==> src/rtl/dbg_arb.sv <==
// Two-master round-robin arbiter for the CPU debug bus, with ack timeout
// abort, merged stall requests and a latched breakpoint.
module dbg_arb #(
    parameter int unsigned ADDR_WIDTH = 16,
    parameter int unsigned DATA_WIDTH = 32,
    parameter int unsigned TIMEOUT    = 255
) (
    input  logic                  clk,
    input  logic                  rstn,

    input  logic                  req0_stb_i,
    input  logic                  req0_we_i,
    input  logic [ADDR_WIDTH-1:0] req0_adr_i,
    input  logic [DATA_WIDTH-1:0] req0_dat_i,
    output logic [DATA_WIDTH-1:0] req0_dat_o,
    output logic                  req0_ack_o,
    output logic                  req0_err_o,
    input  logic                  req0_stall_i,

    input  logic                  req1_stb_i,
    input  logic                  req1_we_i,
    input  logic [ADDR_WIDTH-1:0] req1_adr_i,
    input  logic [DATA_WIDTH-1:0] req1_dat_i,
    output logic [DATA_WIDTH-1:0] req1_dat_o,
    output logic                  req1_ack_o,
    output logic                  req1_err_o,
    input  logic                  req1_stall_i,

    input  logic                  bp_clr_i,
    output logic                  bp_o,
    input  logic                  cpu_bp_i,
    output logic                  cpu_stall_o,

    output logic                  cpu_stb_o,
    output logic                  cpu_we_o,
    output logic [ADDR_WIDTH-1:0] cpu_adr_o,
    output logic [DATA_WIDTH-1:0] cpu_dat_o,
    input  logic [DATA_WIDTH-1:0] cpu_dat_i,
    input  logic                  cpu_ack_i
);

    localparam int unsigned CNT_W = (TIMEOUT == 0) ? 1 : $clog2(TIMEOUT + 1);
    localparam logic [CNT_W-1:0] CNT_LAST = (TIMEOUT == 0) ? '0 : CNT_W'(TIMEOUT - 1);
    localparam logic [CNT_W-1:0] CNT_MAX  = '1;

    typedef enum logic [1:0] {
        S_IDLE,
        S_BUSY,
        S_DONE
    } state_t;

    state_t                state, state_d;
    logic                  grant, grant_d;
    logic                  last, last_d;
    logic [CNT_W-1:0]      cnt, cnt_d;
    logic                  bp_hold;
    logic                  sel;

    logic                  stb_d, we_d;
    logic [ADDR_WIDTH-1:0] adr_d;
    logic [DATA_WIDTH-1:0] wdat_d;
    logic [DATA_WIDTH-1:0] rdat0_d, rdat1_d;
    logic                  ack0_d, ack1_d, err0_d, err1_d;

    assign cpu_stall_o = cpu_bp_i | bp_hold | req0_stall_i | req1_stall_i;
    assign bp_o        = bp_hold;

    // Breakpoint latch; a new hit takes priority over a clear.
    always_ff @(posedge clk or negedge rstn) begin
        if (!rstn) begin
            bp_hold <= 1'b0;
        end else if (cpu_bp_i) begin
            bp_hold <= 1'b1;
        end else if (bp_clr_i) begin
            bp_hold <= 1'b0;
        end
    end

    always_ff @(posedge clk or negedge rstn) begin
        if (!rstn) begin
            state      <= S_IDLE;
            grant      <= 1'b0;
            last       <= 1'b1;
            cnt        <= '0;
            cpu_stb_o  <= 1'b0;
            cpu_we_o   <= 1'b0;
            cpu_adr_o  <= '0;
            cpu_dat_o  <= '0;
            req0_dat_o <= '0;
            req1_dat_o <= '0;
            req0_ack_o <= 1'b0;
            req1_ack_o <= 1'b0;
            req0_err_o <= 1'b0;
            req1_err_o <= 1'b0;
        end else begin
            state      <= state_d;
            grant      <= grant_d;
            last       <= last_d;
            cnt        <= cnt_d;
            cpu_stb_o  <= stb_d;
            cpu_we_o   <= we_d;
            cpu_adr_o  <= adr_d;
            cpu_dat_o  <= wdat_d;
            req0_dat_o <= rdat0_d;
            req1_dat_o <= rdat1_d;
            req0_ack_o <= ack0_d;
            req1_ack_o <= ack1_d;
            req0_err_o <= err0_d;
            req1_err_o <= err1_d;
        end
    end

    always_comb begin
        state_d = state;
        grant_d = grant;
        last_d  = last;
        cnt_d   = cnt;
        stb_d   = cpu_stb_o;
        we_d    = cpu_we_o;
        adr_d   = cpu_adr_o;
        wdat_d  = cpu_dat_o;
        rdat0_d = req0_dat_o;
        rdat1_d = req1_dat_o;
        ack0_d  = 1'b0;
        ack1_d  = 1'b0;
        err0_d  = 1'b0;
        err1_d  = 1'b0;
        sel     = 1'b0;

        case (state)
            S_IDLE: begin
                if (req0_stb_i || req1_stb_i) begin
                    // On a tie the requester that did not win last time goes first.
                    sel     = (req0_stb_i && req1_stb_i) ? ~last : req1_stb_i;
                    grant_d = sel;
                    last_d  = sel;
                    stb_d   = 1'b1;
                    we_d    = sel ? req1_we_i  : req0_we_i;
                    adr_d   = sel ? req1_adr_i : req0_adr_i;
                    wdat_d  = sel ? req1_dat_i : req0_dat_i;
                    cnt_d   = '0;
                    state_d = S_BUSY;
                end
            end
            S_BUSY: begin
                if (cpu_ack_i) begin
                    stb_d   = 1'b0;
                    we_d    = 1'b0;
                    ack0_d  = ~grant;
                    ack1_d  = grant;
                    if (!cpu_we_o) begin
                        if (grant) rdat1_d = cpu_dat_i;
                        else       rdat0_d = cpu_dat_i;
                    end
                    state_d = S_DONE;
                end else if ((TIMEOUT != 0) && (cnt == CNT_LAST)) begin
                    stb_d   = 1'b0;
                    we_d    = 1'b0;
                    err0_d  = ~grant;
                    err1_d  = grant;
                    state_d = S_DONE;
                end else if (cnt != CNT_MAX) begin
                    cnt_d = cnt + CNT_W'(1);
                end
            end
            S_DONE: begin
                state_d = S_IDLE;
            end
            default: begin
                state_d = S_IDLE;
            end
        endcase
    end

endmodule

==> config.mk <==
export PLATFORM = sky130hd
export DESIGN_NAME = dbg_arb
export DESIGN_NICKNAME = d
export VERILOG_FILES = /design/src/rtl/dbg_arb.sv
export SDC_FILE = /design/constraint.sdc
export NUM_CORES = 1
export LEC_CHECK = 0
export CAP_MARGIN = 40
export CORE_AREA = 4 4 138 114
export CTS_CLUSTER_SIZE = 28
export DETAILED_ROUTE_END_ITERATION = 16
export DIE_AREA = 0 0 142 118
export PLACE_DENSITY = 0.77
export SLEW_MARGIN = 20
export SYNTH_ARGS = -nofsm -noshare
export SYNTH_HDL_FRONTEND = slang
export SYNTH_SLANG_ARGS = --single-unit
==> constraint.sdc <==
create_clock -name clk -period 2.2 [get_ports clk]
set_input_delay 0.44 -clock clk [delete_from_list [all_inputs] [get_ports clk]]
set_output_delay 0.44 -clock clk [all_outputs]
set_load 0.01 [all_outputs]
[Word level (Yosys, flattened, before mapping)]
Index checks and enable logic that the tools add are counted.
Operators by class
  multiplexer cells: 31
  div/mod/pow operators: 0
  $lt $le $gt $ge: 0
  multiply operators: 0
  reductions and logical operators: 11
  equal/unequal tests: 8
  shift-type cells: 0
  $add $sub $neg: 1
  bitwise gates (word level): 6
Operator list (count)
  $mux 32: 1
  $mux 8: 4
  $mux 1: 18
  $mux 16: 1
  $pmux 8 s2: 1
  $add 8x1->8 const B: 1
  $eq 8x8->1 const B: 1
  $ne 2x2->1 const B: 4
  $ne 8x8->1 const B: 1
  $reduce_and 4->1: 2
  $mux 2: 3
  $reduce_and 5->1: 1
  $pmux 1 s2: 2
  $pmux 2 s2: 1
  $reduce_and 2->1: 2
  $reduce_bool 2->1: 2
  $ne 3x3->1 const B: 1
  $not 1->1: 3
  $or 1x1->1: 3
  $reduce_and 3->1: 1
  $eq 2x1->1 const B: 1
  $logic_not 2->1: 1
  $logic_and 1x1->1: 1
  $logic_or 1x1->1: 1
Storage, ports and cells
  memories kept: 0
  bits in latches: 0
  ROM bits: 0
  register bits: 131
  bits in writable memories: 0

[Depth between registers and ports, before layout]
  depth after elaboration: 5
  gate-level depth with buffers: 7
  depth with buffers taken out: 6

[Least setup slack after synthesis]
Ideal clock, no wire load.
  path kind: flip-flop to flip-flop
  from: reg state[1]
  to: reg req1_dat_o[10]
  setup slack: 0.571 ns
  data arrival time: 1.504 ns
  stages on the path, launching flop included: 8
  cells stage by stage: dfrtp_1 -> nor2b_1 -> buf_6 -> and3_4 -> nor2b_4 -> buf_6 -> buf_12 -> mux2_4
Between the ends
  word-level cells in the longest chain between the ends: 2
RTL lines
  from (decl): RTL line 52  | state_t state, state_d;
  from (signal assigned): RTL line 96  | state <= state_d;
  $eq 2x1->1: RTL line 130  | case (state)
  $reduce_and 4->1 (no line)
  to (signal assigned): RTL line 105  | req1_dat_o <= rdat1_d;
  to (decl): RTL line 24  | output logic [DATA_WIDTH-1:0] req1_dat_o,
Every way passes these cells.
A chain may end at the register's enable or synchronous reset.

[Worst setup path in the final report]
  from: in cpu_bp_i
  to: out cpu_stall_o
Between the ends
  word-level cells in the longest chain between the ends: 3
RTL lines
  from (decl): RTL line 31  | input logic cpu_bp_i,
  $or 1x1->1 (3 in a row): RTL line 65  | assign cpu_stall_o = cpu_bp_i | bp_hold | req0_stall_i | req1_stall_i;
  to (decl): RTL line 32  | output logic cpu_stall_o,
Every way passes these cells.

==> impl_results.md <==
- Status: complete, no violations
- Total iterations of the first detailed-routing run: 4
- Most frequent cells in the layout: 256 x clkdlybuf4s50_1, 130 x dfrtp_1, 61 x nand2_1, 51 x o21ai_0, 49 x mux2i_1
- Routed wire per std cell: 16.9 um
- Final net count: 848
- Post-synthesis adder-cell area fraction: 0.00443
- Cell area after synthesis: 5650 um^2
- Worst-path clk slew: 0.06 ns
- Post-synth EDFFs: 0
- Max transition margin: 0.773
- Initial antenna violation count: 0
- Required @ worst endpoint: 1.76 ns
- DRT iter0 DRCs: 87
- FMAX: 472 MHz
- Crit path launch type: input port
- Synth Area in Compound Gates: 0.0729
- Worst setup EP type: primary output
- Initial core utilization: 0.398
- Commonest non-fill, non-tap cell in the layout: clkdlybuf4s50_1
- Main synth FF type: dfrtp_1
- CTS tree: done
- Core Area: 14,200 um^2
- Fraction of the mapped netlist area in simple logic gates: 0.0691
- GRT Overall Usage: 0.185
- Worst-Margin Slew: 0.341 ns
- Gate count of the mapped netlist: 436
- Largest cells by area after synthesis: dfrtp_1 58%, mux2i_1 8.7%, mux2_4 8.0%
- Worst VDD drop: 0.800 mV
- Final period util: 0.963
- Post-Place Cells: 871
- Syn_nets: 577
- Cell row count: 39
- TritonCTS buffer count: 17
- Ratio of cells with drive above 1 in the final layout: 0.167
- CTS max path bufs: 2
- Post-DP HPWL: 11,500 um
- Global placer's final weighted congestion: 0.864
- PnR worst setup slack: 0.0819 ns
- Clock Root Buffer: clkbuf_16
- # H-tree levels: 4
- Fin util: 0.642
- Port-buffer cells: 258
- Final Non-Filler Cells: 903
- LEAKAGE: 3.96 nW
- Placed cell area: 8530 um^2
- Routed WL: 15,200 um
- Gr ovfl total: 0
- Register bit total from synthesis: 131
- Post-Layout Inst Area: 9120 um^2
- Yosys top cell area share: 0.576
- Largest family of logic cells by synthesized area: multiplexers
- Hold Crit Class: flip-flop to flip-flop
- CTS sink count: 131
- Clk_lat worst skew: 0.40 ns
- Fin. max-slew vios: 0
- Synthesis Warnings: 0
- Post-CTS Setup Inserts: 0
- Multiplexer area fraction after synthesis: 0.236
- CP max FO: 2
- Fillers: 1,005
- Post-route ant nets: 0
- Largest net degree at the start of global routing: 90
- Die width: 142 um
- DP Worst Slack: -0.115 ns
- Post-layout min period: 2.12 ns
- Die Span Y: 118 um
- Crit path DAT: 1.68 ns
- Synth Area in XOR/XNOR: 0
- Diode count: 0
- Clock skew: 0.00765 ns
- First-pass GRT wire length: 24,600 um
- Unrepaired setup endpoints after global routing: no
- Via density per instance: 4.89
- I/O pin count: 259
- Vias: 4,413
- Max cap viols: 0
- DIE AREA: 16,800 um^2
- Avg Cell Area, Syn: 13.0 um^2
- # setup viols final: 0
- Sequential area share after synthesis: 0.581
- Residual DRC: 0
- Vias in the first global route: 4,665
- Ys async rst share: 1.00
- Synth unique cells: 40
- Final hold vios: 0
- Layout area overhead: 61.4%
- WS Path Type: input port to primary output
- Pwr per Cell Area: 1360 nW/um^2
- Synth area leader: dfrtp_1
## logic make-up (layout without fill, tap and decap cells)
family                     count (synthesis)  count (layout)
AOI/OAI and AO/OA                         72              72
muxes                                    114             114
buffers and inverters                     31             314
and+or+nand+nor                           86              86
adders and majority gates                  2               2
DFF                                      131             131
## metrics by stage
stage / setup TNS, ns / power [mW] / hold WS [ns]
global route: 0 / 13.1 / 0.505
global placement: -0.106 / 9.48 / 0.363
CTS: 0 / 12.5 / 0.476
floorplan: 0 / 6.59 / 0.144
finish: 0 / 12.4 / 0.476
detailed placement: -0.115 / 9.68 / 0.372
## cell usage after synthesis (4+ instances only)
master      n
and3_1      5
clkbuf_1   13
nand2_1    61
inv_1       4
buf_2       6
nand3_1     4
a31oi_1     4
mux2i_1    49
dfrtp_1   130
mux2_4     30
buf_6       4
o21ai_0    51
nor2_1      6
mux2_2     34
## registers in the layout, indices dropped and copies added, names as in the netlist, 2 cells and up
name and count:
cnt 8, cpu_adr_o 16, state 2, cpu_dat_o 32, req0_dat_o 32, req1_dat_o 32
## path summary, 6_finish.rpt
| kind | startpoint | endpoint | slack, ns | cells past startpoint |
|---|---|---|---|---|
| setup / recovery | cpu_bp_i | cpu_stall_o | 0.08 | 3 |
| hold / removal | cpu_dat_o[3] | cpu_dat_o[3] | 0.48 | 2 |
| setup reg to reg | state[1] | req1_dat_o[2] | 0.47 | 5 |
| max in group asynchronous | rstn | last | 1.05 | 3 |
| min in group asynchronous | rstn | req1_dat_o[24] | 0.50 | 2 |
| hold reg to reg | cpu_dat_o[3] | cpu_dat_o[3] | 0.48 | 2 |
## worst max-delay path, stage by stage
cell and delay [ns]:
clkdlybuf4s50_1 0.41, or4_1 0.53, dlygate4sd2_1 0.30
## what timing repair did
item,in CTS,in global routing
hold buffers,1,0
hold endpoints to repair,22,0
gates resized for setup,1,0
endpoints found under the setup margin,1,0
## metal layers
layer / vias to the layer above / part of all wire / GRT usage
met2: 200 / 0.47 / 0.304
met4: 0 / 0.014 / 0.0582
met3: 20 / 0.094 / 0.0735
met5: - / 0 / 0
li1: 2078 / - / -
met1: 2115 / 0.42 / 0.223
## layout make-up
class	instances	area (um^2)	area share
Clock inverter	7	98.8	0.0108
Sequential cell	131	3280	0.360
Timing Repair Buffer	279	2830	0.310
Tap cell	184	230	0.0253
Multi-Input combinational cell	274	2180	0.240
Clock buffer	24	482	0.0528
Inverter	4	15.0	0.00165
## power breakdown
part	total (mW)	internal, mW	switching [mW]
registers	4.23	3.54	0.688
logic	5.37	3.21	2.16
clock network	2.75	1.76	0.993
total	12.4	8.51	3.84
Power figures use the tool's default switching activity.
